## src/rtl/fifo_pkg.sv

```systemverilog
// Shared types and helpers for the async FIFO write-side controller.
package fifo_pkg;

  localparam int FIFO_ADDR_WIDTH = 4;
  localparam int DEPTH = 2 ** (FIFO_ADDR_WIDTH - 1);

  typedef enum logic {
    IDLE,
    LOCKED
  } state_t;

  function automatic logic [31:0] bin2gray(input logic [31:0] b);
    return b ^ (b >> 1);
  endfunction

endpackage

```

## src/rtl/fifo_wr_arb_ctrl_if.sv

```systemverilog
// Requester-side handshake bus shared by all writers of the FIFO.
interface fifo_wr_arb_ctrl_if #(
  parameter int NUM_REQ    = 2,
  parameter int DATA_WIDTH = 8
);

  logic [NUM_REQ-1:0]            req_valid;
  logic [NUM_REQ-1:0]            req_last;
  logic [NUM_REQ*DATA_WIDTH-1:0] req_data;
  logic [NUM_REQ-1:0]            req_ready;

  modport master (output req_valid, output req_last, output req_data, input req_ready);
  modport slave  (input req_valid, input req_last, input req_data, output req_ready);

endinterface

```

## src/rtl/fifo_wr_arb_ctrl_rr_arbiter.sv

```systemverilog
// Combinational round-robin arbiter with frame lock; grants nothing while en is low.
module rr_arbiter #(
  parameter int NUM_REQ = 2,
  parameter int IW      = 1
) (
  input  logic [NUM_REQ-1:0] req,
  input  logic [IW-1:0]      rr_ptr,
  input  logic               lock,
  input  logic [IW-1:0]      lock_id,
  input  logic               en,
  output logic [NUM_REQ-1:0] grant,
  output logic [IW-1:0]      grant_idx
);

  logic hit;

  // While locked only the frame owner may win; otherwise the first valid
  // index at or after rr_ptr wins, so the descending loop keeps the nearest.
  always_comb begin
    hit       = 1'b0;
    grant_idx = '0;
    if (en) begin
      if (lock) begin
        if (req[lock_id]) begin
          hit       = 1'b1;
          grant_idx = lock_id;
        end
      end else begin
        for (int k = NUM_REQ - 1; k >= 0; k--) begin
          if (req[(int'(rr_ptr) + k) % NUM_REQ]) begin
            hit       = 1'b1;
            grant_idx = IW'((int'(rr_ptr) + k) % NUM_REQ);
          end
        end
      end
    end
    grant = hit ? (NUM_REQ'(1) << grant_idx) : '0;
  end

endmodule

```

## src/rtl/fifo_wr_arb_ctrl.sv

```systemverilog
// Write-side controller of the async FIFO: arbitrates requesters onto the
// memory write port and maintains the binary/Gray write pointers and full flag.
module fifo_wr_arb_ctrl
  import fifo_pkg::*;
#(
  parameter int DATA_WIDTH = 8,
  parameter int ADDR_WIDTH = FIFO_ADDR_WIDTH,
  parameter int NUM_REQ    = 2,
  localparam int IW        = (NUM_REQ > 1) ? $clog2(NUM_REQ) : 1
) (
  input  logic                  wclk,
  input  logic                  wrst_n,
  fifo_wr_arb_ctrl_if.slave     req_if,
  input  logic [ADDR_WIDTH-1:0] wq2_rptr,
  output logic [DATA_WIDTH-1:0] wdata,
  output logic [ADDR_WIDTH-2:0] waddr,
  output logic                  wclken,
  output logic [ADDR_WIDTH-1:0] wptr,
  output logic                  wfull,
  output logic [IW-1:0]         grant_id
);

  state_t                state_q, state_d;
  logic [IW-1:0]         rr_q, rr_d, rr_inc, win_idx;
  logic [NUM_REQ-1:0]    grant;
  logic                  arb_en, win_last;
  logic [ADDR_WIDTH-1:0] wbin, wbin_next, wgray_next, full_cmp;

  // Holding the arbiter off during reset makes ready/enable/data drop at once.
  assign arb_en = wrst_n & ~wfull;

  rr_arbiter #(
    .NUM_REQ(NUM_REQ),
    .IW     (IW)
  ) u_arb (
    .req      (req_if.req_valid),
    .rr_ptr   (rr_q),
    .lock     (state_q == LOCKED),
    .lock_id  (grant_id),
    .en       (arb_en),
    .grant    (grant),
    .grant_idx(win_idx)
  );

  assign req_if.req_ready = grant;
  assign wclken     = |(req_if.req_valid & grant);
  assign wdata      = wclken ? req_if.req_data[int'(win_idx)*DATA_WIDTH +: DATA_WIDTH] : '0;
  assign waddr      = wbin[ADDR_WIDTH-2:0];
  assign win_last   = req_if.req_last[win_idx];
  assign rr_inc     = (win_idx == IW'(NUM_REQ - 1)) ? '0 : win_idx + IW'(1);
  assign wbin_next  = wbin + ADDR_WIDTH'(wclken);
  assign wgray_next = ADDR_WIDTH'(bin2gray(32'(wbin_next)));
  assign full_cmp   = {~wq2_rptr[ADDR_WIDTH-1:ADDR_WIDTH-2], wq2_rptr[ADDR_WIDTH-3:0]};

  always_ff @(posedge wclk or negedge wrst_n) begin
    if (!wrst_n) state_q <= IDLE;
    else         state_q <= state_d;
  end

  // A frame ends on an accepted last beat; only then does the rotation advance.
  always_comb begin
    state_d = state_q;
    rr_d    = rr_q;
    if (wclken) begin
      if (win_last) begin
        state_d = IDLE;
        rr_d    = rr_inc;
      end else begin
        state_d = LOCKED;
      end
    end
  end

  always_ff @(posedge wclk or negedge wrst_n) begin
    if (!wrst_n) begin
      rr_q     <= '0;
      wbin     <= '0;
      wptr     <= '0;
      wfull    <= 1'b0;
      grant_id <= '0;
    end else begin
      rr_q     <= rr_d;
      wbin     <= wbin_next;
      wptr     <= wgray_next;
      wfull    <= (wgray_next == full_cmp);
      if (wclken) grant_id <= win_idx;
    end
  end

endmodule

```

## src/flat_wrapper.sv

```systemverilog
// flat-port wrapper written by rule: the top's interface ports become plain ports
module fifo_wr_arb_ctrl_flat import fifo_pkg::*;
#(
  parameter int DATA_WIDTH = 8,
  parameter int ADDR_WIDTH = FIFO_ADDR_WIDTH,
  parameter int NUM_REQ    = 2,
  localparam int IW        = (NUM_REQ > 1) ? $clog2(NUM_REQ) : 1
)
  (wclk, wrst_n, wq2_rptr, wdata, waddr, wclken, wptr, wfull, grant_id, req_if_req_valid, req_if_req_last, req_if_req_data, req_if_req_ready);
  fifo_wr_arb_ctrl_if #(.NUM_REQ(NUM_REQ), .DATA_WIDTH(DATA_WIDTH)) req_if_i ();
  input  logic wclk;
  input  logic wrst_n;
  input  logic [ADDR_WIDTH-1:0] wq2_rptr;
  output logic [DATA_WIDTH-1:0] wdata;
  output logic [ADDR_WIDTH-2:0] waddr;
  output logic wclken;
  output logic [ADDR_WIDTH-1:0] wptr;
  output logic wfull;
  output logic [IW-1:0] grant_id;
  input wire logic [$bits(req_if_i.req_valid)-1:0] req_if_req_valid;
  input wire logic [$bits(req_if_i.req_last)-1:0] req_if_req_last;
  input wire logic [$bits(req_if_i.req_data)-1:0] req_if_req_data;
  output wire logic [$bits(req_if_i.req_ready)-1:0] req_if_req_ready;
  assign req_if_i.req_valid = req_if_req_valid;
  assign req_if_i.req_last = req_if_req_last;
  assign req_if_i.req_data = req_if_req_data;
  assign req_if_req_ready = req_if_i.req_ready;
  fifo_wr_arb_ctrl #(.DATA_WIDTH(DATA_WIDTH), .ADDR_WIDTH(ADDR_WIDTH), .NUM_REQ(NUM_REQ)) u_core (.wclk(wclk), .wrst_n(wrst_n), .req_if(req_if_i), .wq2_rptr(wq2_rptr), .wdata(wdata), .waddr(waddr), .wclken(wclken), .wptr(wptr), .wfull(wfull), .grant_id(grant_id));
endmodule
```

## config.mk

```make
export PLATFORM = sky130hd
export DESIGN_NAME = fifo_wr_arb_ctrl_flat
export DESIGN_NICKNAME = d
export VERILOG_FILES = /design/src/rtl/fifo_pkg.sv /design/src/rtl/fifo_wr_arb_ctrl_if.sv /design/src/rtl/fifo_wr_arb_ctrl_rr_arbiter.sv /design/src/rtl/fifo_wr_arb_ctrl.sv /design/src/flat_wrapper.sv
export SDC_FILE = /design/constraint.sdc
export NUM_CORES = 1
export LEC_CHECK = 0
export CAP_MARGIN = 30
export CORE_MARGIN = 10
export CORE_UTILIZATION = 37
export DETAILED_ROUTE_END_ITERATION = 6
export PLACE_DENSITY = 0.94
export SETUP_SLACK_MARGIN = 0.3
export SKIP_LAST_GASP = 1
export SYNTH_ARGS = -nofsm -noshare
export SYNTH_HDL_FRONTEND = slang
export SYNTH_SLANG_ARGS = --single-unit
```

## constraint.sdc

```tcl
create_clock -name wclk -period 4.8 [get_ports wclk]
set_input_delay 1.44 -clock wclk [delete_from_list [all_inputs] [get_ports wclk]]
set_output_delay 1.44 -clock wclk [all_outputs]
set_load 0.005 [all_outputs]
```

After elaboration in Yosys (flattened, before gate mapping)
Cells that the tools add are included.

Add/subtract/negate cells: 3. Order comparisons: 4. Eq/ne operators: 1. Shift operators: 2. Multiplexer cells: 23. Bitwise operators: 6. Reductions and logical operators: 2.

Operators with widths (count): 1-bit 2-to-1 mux (21); 16-bit by 5-bit variable part select with 8-bit output (1); 8-bit 2-to-1 mux (1); 1-bit by 2-bit less-than comparator with 1-bit output, second input constant (3); 4-bit by 1-bit adder with 4-bit output (1); 4-bit equality test (1); 4-bit by 3-bit XOR with 4-bit output (1); 2-bit by 3-bit less-than comparator with 1-bit output, second input constant (1); 1-bit adder, second input constant (2); 2-bit AND (1); 2-bit 2-to-1 mux (1); 2-bit inverter (1); 2-bit AND reduction (1); 2-bit OR reduction (1); 1-bit by 1-bit << shifter with 2-bit output, first input constant (1); 1-bit AND (1); 1-bit AND, first input constant (1); 1-bit inverter (1).

Flip-flop bits (word level): 12. Input port bits: 26. Output and inout bits: 20. Logic and storage cells: 47.

Depth between registers and ports, before layout
Gate-level depths: netlist of the first run.

Word-level depth: 16. Mapped depth: 10. Depth with buffers taken out: 9.

Cells and area by module
A second synthesis of the first run with hierarchy kept.

Cells, all modules: 76. Area, all modules: 744.5 um2.

Modules (own cells, without submodules): fifo_wr_arb_ctrl (instances 1, cells each 68, area each 698.2 um2, sequential area each 275.3 um2); rr_arbiter (instances 1, cells each 8, area each 46.3 um2, sequential area each 0.0 um2).

Least setup slack after synthesis of the first run
No wires, ideal clock.

Path type: input to output. Start: input req_if_req_valid[0]. End: output wdata[0]. Arrival: 2.255 ns. Setup slack: 1.105 ns. Stages on the path: 5. Path buffers: 1. Path through: nor3b_1 -> and4b_1 -> buf_6 -> mux2i_1 -> nor2_1.

Word-level cells in the longest chain between the ends: 12. Elaborated cells on any way between the ends: 23. Those cells by class: shift: 2; mux: 19; bitwise: 1; reduce/logical: 1.

RTL lines: from (decl) (RTL line flat_wrapper.sv:20) `input wire logic [$bits(req_if_i.req_valid)-1:0] req_if_req_valid;`; 1-bit 2-to-1 mux (implied by the code) (3 in series) (RTL line fifo_wr_arb_ctrl_rr_arbiter.sv:30) `if (req[(int'(rr_ptr) + k) % NUM_REQ]) begin`; 1-bit 2-to-1 mux (2 in series) (RTL line fifo_wr_arb_ctrl_rr_arbiter.sv:30); 1-bit 2-to-1 mux (RTL line fifo_wr_arb_ctrl_rr_arbiter.sv:23) `if (lock) begin`; 1-bit 2-to-1 mux (RTL line fifo_wr_arb_ctrl_rr_arbiter.sv:22) `if (en) begin`; 1-bit by 1-bit << shifter with 2-bit output (RTL line fifo_wr_arb_ctrl_rr_arbiter.sv:37) `grant = hit ? (NUM_REQ'(1) << grant_idx) : '0;`; 2-bit 2-to-1 mux (*) (RTL line fifo_wr_arb_ctrl_rr_arbiter.sv:37); via req_if_req_ready[1] (RTL line flat_wrapper.sv:23) `output wire logic [$bits(req_if_i.req_ready)-1:0] req_if_req_ready;`; 2-bit AND (*) (RTL line fifo_wr_arb_ctrl.sv:46) `assign wclken = |(req_if.req_valid & grant);`; 2-bit OR reduction (*) (RTL line fifo_wr_arb_ctrl.sv:46); 8-bit 2-to-1 mux (*) (RTL line fifo_wr_arb_ctrl.sv:47) `assign wdata = wclken ? req_if.req_data[int'(win_idx)*DATA_WIDTH +: DATA_WIDTH] : '0;`; to (decl) (RTL line flat_wrapper.sv:14) `output logic [DATA_WIDTH-1:0] wdata;`.

Mark *: on every way through the listed nets, which the timed path passes. The rest lies on a longest branch. The select of a mux whose other input is x is not followed.

Final worst setup path of the first run
Start: input req_if_req_valid[0]. End: output wdata[3].

Word-level cells in the longest chain between the ends: 12. Elaborated cells on any way between the ends: 23. Those cells by class: shift: 2; mux: 19; bitwise: 1; reduce/logical: 1.

RTL lines (RTL line): branches (longest 11 deep; another with 16-bit by 5-bit variable part select with 8-bit output); 8-bit 2-to-1 mux (*) (fifo_wr_arb_ctrl.sv:47).

Every way passes the cells marked *. The select of a mux whose other input is x is not followed.

==> flow_summary.toml, run 1 <==
[outcome]
status = "complete, no violations"

[die]
die_h_um = 63.1
std_cell_rows = 15
initial_core_util = 0.394
core_um2 = 1750
die_area_um2 = 3980
dieWidth_um = 63.1
ios = 46

[route]
ant_nets = 0
routed_wl_mm = 2.48
via_per_inst = 4.97
drt-wirelength-per-cell_um = 17.0
drt-initial-drc-count = 22
firstDrtPassIters = 4
via_count = 726
drt_drc_violations_left = 0

[cells_and_area]
fillCellCount = 125
diodes = 0
finalNonFillerCells = 146
finalNetCount = 150
drive_gt1_frac = 0.165
area_growth_pct = 85.1

[critical_path]
worstPathCellList = "dlymetal6s2s_1 -> nor3b_2 -> and4b_2 -> clkbuf_16 -> mux2i_1 -> nor2_1 -> dlygate4sd2_1"
path_buf_inv = 3
ff2ff_path_depth = 9
cpPeakStageDelay_ns = 0.36
cp.required_ns = 3.36
cp-startpoint = "req_if_req_valid[0]"
path_max_fanout = 4
crit_path_end = "wdata[3]"
r2r-end = "u_core.wfull"
end_kind = "output port"
critical_path_depth = 7
r2r_start = "u_core.wfull"
crit_type = "input port to output port"
cpLargestDelayFamily = "simple AND/OR/NAND/NOR gates"
cp-start-kind = "input port"
critPathArrivalTime_ns = 2.74
crit_slowest_cell = "and4b_2"
ff2ff_setup_slack_ns = 2.32

[logic_synthesis]
synth_cell_types = 26
yosysTopAreaCell = "dfrtp_1"
syn-cell-area_um2 = 687
ys_ff_latch = 11
synthCells = 66
synth_top_area_frac = 0.401
synthFlopType = "dfrtp_1"
syn-num-nets = 94
avgSynthCellArea_um2 = 10.4
ys_seq_area_frac = 0.401
synthTopCellsByArea = "dfrtp_1 (40%), mux2i_1 (13%), xnor2_1 (6.4%)"
yosysWarningCount = 0
async_flop_share = 1.00
synth_edf_count = 0

[sta]
post-route-period-util = 0.871
slew_viol_final = 0
relSlewSlack = 0.840
clock_skew_ns = 0.00316
setup_slack_ns = 0.618
fmax_mhz = 239
hold_violations = 0
worstMarginPinSlew_ns = 0.238
period_minus_slack_ns = 4.18
setup_viol = 0
rsz0062_at_grt = "no"

[grt]
grt.met3_usage = 0.0477
antenna_found_initial = 0
use_met1 = 0.103
grt_use_met2 = 0.226
grt_pass1_wl_mm = 3.72
grt.busiest_layer = "met2"
first_global_vias = 782
track_usage = 0.118
grt.overflow.total = 0
grt_max_degree = 12

[min_path]
hp-class = "flip-flop to flip-flop"

[placed_design]
post-place-ws_ns = -0.000977
hpwl_mm = 1.96
numPortBuffers = 45
gp_congestion = 0.757
dp_cells = 137

[pwr]
p_int_uw = 409
power_frac_comb = 0.615
power_switching_uw = 241
power_frac_seq = 0.285
power.density_nw_per_um2 = 511
p_sw_frac = 0.371
vdd_drop_max_uv = 423
pwr-share-clk = 0.100
leakage_uw = 0.000590

[clocking]
root_buffer = "clkbuf_4"
insertion_delay_ns = 0.27
clockBufferDepth = 2
cts_max_level = 1
clkTransAtPathRegs_ns = 0.07
clkSinkCount = 11
cts_tree = "yes"
numCtsBuffers = 3

[run]
drv_cap = 0
cell families after synthesis:
family                     synth area share
DFF                                   0.401
and+or+nand+nor                       0.159
buffers and inverters                0.0346
AOI/OAI and AO/OA                     0.100
adders and majority gates            0.0364
xor gates and xnor gates              0.138
muxes                                 0.131
worst reg2reg max path, cell delays in order, from the launching register on:
cell and delay (ns):
dfrtp_1 0.42, nand2b_1 0.21, a211o_2 0.33, inv_1 0.09, ha_1 0.20, ha_1 0.25
xor2_2 0.21, xor2_1 0.11, or3_1 0.36, a211oi_2 0.21
how the worst min path moves through the flow:
stage	startpoint	endpoint	slack, ns	cells after the start
after floorplan	u_core.rr_q	u_core.rr_q	0.49	1
after global placement	u_core.rr_q	u_core.rr_q	0.53	1
after detailed placement	u_core.rr_q	u_core.rr_q	0.53	1
after CTS	u_core.rr_q	u_core.rr_q	0.57	1
after global routing	u_core.rr_q	u_core.rr_q	0.60	1
final	u_core.rr_q	u_core.rr_q	0.57	1
routing by layer:
layer	vias up	share of wire
met2	32	0.57
met5	-	0
met4	0	0.044
met1	344	0.32
met3	8	0.066
li1	342	-
repair_timing:
action / 4_1_cts / 5_1_grt
endpoints found under the setup margin: 11 / 10
resized for setup: 18 / 5
buffers inserted: 4 / 0
pin swaps: 2 / 1
gates cloned: 0 / 1
hold buffers: 0 / 0
flip-flops by register name (all words and copies together) (netlist names):
| signal | flops |
|---|---|
| u_core.wptr | 3 |
| u_core.rr_q | 1 |
| u_core.wbin | 4 |
| u_core.state_q | 1 |
| u_core.grant_id | 1 |
| u_core.wfull | 1 |
power by group through the flow:
stage          combinational (µW)  clock [µW]  sequential [µW]
3_3_place_gp                  376           0              180
3_5_place_dp                  384           0              183
4_1_cts                       390        64.3              185
5_1_grt                       434        70.1              192
2_1_floorplan                 198           0              180
6_report                      400        64.9              185
cells in the mapped netlist, types with 2 or more instances:
library cell and number:
dfrtp_1 11, nor2_1 10, mux2i_1 9, xnor2_1 5
xor2_1 4, nand2b_1 3, ha_1 2, inv_1 2
nand3_1 2, o22ai_1 2
cells in the final DEF (no fill, tap or decap), types with 2 or more instances in the layout:
cell type | netlist | final
o22ai_1 | 2 | 2
mux2i_1 | 9 | 9
nand3_1 | 2 | 2
ha_1 | 2 | 2
dlygate4sd2_1 | 0 | 8
clkbuf_4 | 0 | 3
buf_4 | 0 | 6
xnor2_1 | 5 | 5
nand2b_1 | 3 | 3
nor2_1 | 10 | 10
clkdlybuf4s50_1 | 0 | 32
xor2_1 | 4 | 4
dfrtp_1 | 11 | 11
inv_1 | 2 | 2
dlymetal6s2s_1 | 0 | 3
through the flow:
| step | hold slack, ns | power [µW] | area (µm²) | setup TNS (ns) | util |
|---|---|---|---|---|---|
| after CTS | 0.569 | 640 | 1240 | 0 | 0.712 |
| after floorplan | 0.489 | 378 | 687 | 0 | - |
| after detailed placement | 0.526 | 567 | 1190 | -0.000977 | 0.680 |
| final | 0.570 | 650 | 1270 | 0 | 0.728 |
| after global placement | 0.529 | 556 | 1190 | 0 | 0.680 |
| after global routing | 0.604 | 696 | 1270 | 0 | 0.728 |
area by class of cell:
| type | count | area (µm²) | area share |
|---|---|---|---|
| Clock buffer | 4 | 26.3 | 0.0207 |
| Sequential cell | 11 | 275 | 0.217 |
| Timing Repair Buffer | 53 | 528 | 0.415 |
| Inverter | 2 | 7.51 | 0.00591 |
| Multi-Input combinational cell | 51 | 403 | 0.317 |
| Tap cell | 25 | 31.3 | 0.0246 |
(Power assumes the default switching activity.)
==> inputs of run 2 (changes only) <==
- CELL_PAD_IN_SITES_DETAIL_PLACEMENT: default -> 0
- CELL_PAD_IN_SITES_GLOBAL_PLACEMENT: default -> 2
- CORE_UTILIZATION: 37 -> 20
- PLACE_DENSITY: 0.94 -> 0.93
==> flow_summary.toml, run 2 (synthesis gave the netlist of run 1 again) <==
[outcome]
status = "complete, no violations"

[pwr]
leakage_uw = 0.000587
total_power_uw = 658
vdd_drop_max_uv = 295
power.density_nw_per_um2 = 502

[clocking]
cts_tree = "yes"
cts_max_level = 1
insertion_delay_ns = 0.27
clkSinkCount = 11
clkTransAtPathRegs_ns = 0.07
ctsHoldBuffers = 0
clockBufferDepth = 2
numCtsBuffers = 3
root_buffer = "clkbuf_4"

[sta]
rsz0062_at_grt = "yes"
tns_ns = 0
setup_viol = 0
hold_violations = 0
period_minus_slack_ns = 4.51
clock_skew_ns = 0.00266
slew_viol_final = 0
worstMarginPinSlew_ns = 0.256
setup_slack_ns = 0.290
fmax_mhz = 222
relSlewSlack = 0.825
post-route-period-util = 0.939
hold-worst-slack_ns = 0.568

[run]
drv_cap = 0

[critical_path]
ff2ff_path_depth = 10
cp-start-kind = "input port"
crit_slowest_cell = "clkdlybuf4s50_1"
r2r_start = "u_core.wfull"
critPathArrivalTime_ns = 3.07
path_common_cell = "clkdlybuf4s50_1"
cpPeakStageDelay_ns = 0.50
path_buf_inv = 4
end_kind = "output port"
worstPathCellList = "clkdlybuf4s50_1 -> nor3b_2 -> and4b_1 -> buf_12 -> buf_4 -> clkdlybuf4s50_1"
crit_type = "input port to output port"
r2r-end = "u_core.wfull"
cpLargestDelayFamily = "buffers and inverters"
ff2ff_setup_slack_ns = 2.15
path_max_fanout = 8
cp.required_ns = 3.36

[grt]
first_global_vias = 781
track_usage = 0.0790
antenna_found_initial = 0
grt.overflow.total = 0
grt_pass1_wl_mm = 3.88
grt_max_degree = 12

[die]
ios = 46
core_um2 = 3340
dieWidth_um = 78.6
die_h_um = 78.6
std_cell_rows = 21
initial_core_util = 0.206
die_area_um2 = 6180

[route]
via_count = 702
firstDrtPassIters = 3
drt-wirelength-per-cell_um = 14.4
via_per_inst = 4.08
routed_wl_mm = 2.47
ant_nets = 0
drt_drc_violations_left = 0
drt-initial-drc-count = 16

[cells_and_area]
layout_common_cells = "clkdlybuf4s50_1 (33), buf_4 (11), dfrtp_1 (11), nor2_1 (10), mux2i_1 (9)"
drive_gt1_frac = 0.183
reg.largest.list = "u_core.wbin (4), u_core.wptr (3)"
diodes = 0
largest_reg_flops = 4
finalNetCount = 155
area_growth_pct = 91.1
fin_area_um2 = 1310
mostFrequentLayoutCell = "clkdlybuf4s50_1"
largest_register = "u_core.wbin"

[placed_design]
post-place-ws_ns = 0.0768
numPortBuffers = 45
hpwl_mm = 1.93
place_area_um2 = 1210
gp_congestion = 0.681

[min_path]
min_from = "u_core.wbin[3]"
min_to = "u_core.wbin[3]"
hp-class = "flip-flop to flip-flop"
min_path_cells = 1
==> run 2: worst max path at each step <==
stage               depth (start not counted)           startpoint                  end  slack, ns
floorplan                                   5  req_if_req_valid[0]             wdata[0]       1.11
global placement                            7               wrst_n             wdata[1]       0.09
detailed placement                          7               wrst_n             wdata[1]       0.08
CTS                                         8  req_if_req_valid[0]             wdata[1]       0.26
global route                                8  req_if_req_valid[0]             wdata[4]       0.23
finish                                      6  req_if_req_valid[0]  req_if_req_ready[1]       0.29
==> run 2: per-layer routing <==
| metal | wire (µm) | GRT usage | vias up | share of wire |
|---|---|---|---|---|
| li1 | - | - | 351 | - |
| met1 | 974 | 0.0835 | 334 | 0.39 |
| met2 | 1380 | 0.141 | 15 | 0.56 |
| met3 | 106 | 0.0308 | 2 | 0.043 |
| met4 | 9 | 0.0233 | 0 | 0.0036 |
| met5 | 0 | 0 | - | 0 |
==> run 2: stage by stage <==
step / utilization / std cells
6_report: 0.393 / 172
3_5_place_dp: 0.364 / 158
4_1_cts: 0.383 / 167
2_1_floorplan: - / 66
3_3_place_gp: 0.364 / 158
5_1_grt: 0.393 / 172
==> run 2: worst reg2reg max path: stages (launching register included) <==
cell,delay (ns)
dfrtp_1,0.42
nand2b_1,0.24
a211o_1,0.32
buf_4,0.16
inv_1,0.06
ha_1,0.18
ha_1,0.25
xor2_2,0.23
xor2_1,0.12
or3_1,0.37
a211oi_2,0.22
==> run 2: where the power goes <==
part	internal, µW	leakage, µW	switching (µW)
Sequential	142	0.000129	42.9
Clock	32.2	0.0000150	31.1
Combinational	240	0.000443	170
==> run 2: cell type report <==
class                           count  area [µm²]
Inverter                            2        7.51
Sequential cell                    11         275
Tap cell                           46        57.6
Clock buffer                        4        26.3
Fill cell                         342        2020
Timing Repair Buffer               57         536
Multi-Input combinational cell     52         410
==> run 2: what timing repair did <==
| action | 4_1_cts | 5_1_grt |
|---|---|---|
| pin swaps | 3 | 1 |
| endpoints found under the setup margin | 11 | 3 |
| resized for setup | 15 | 6 |
| buffers inserted | 4 | 5 |
| gates cloned | 1 | 0 |
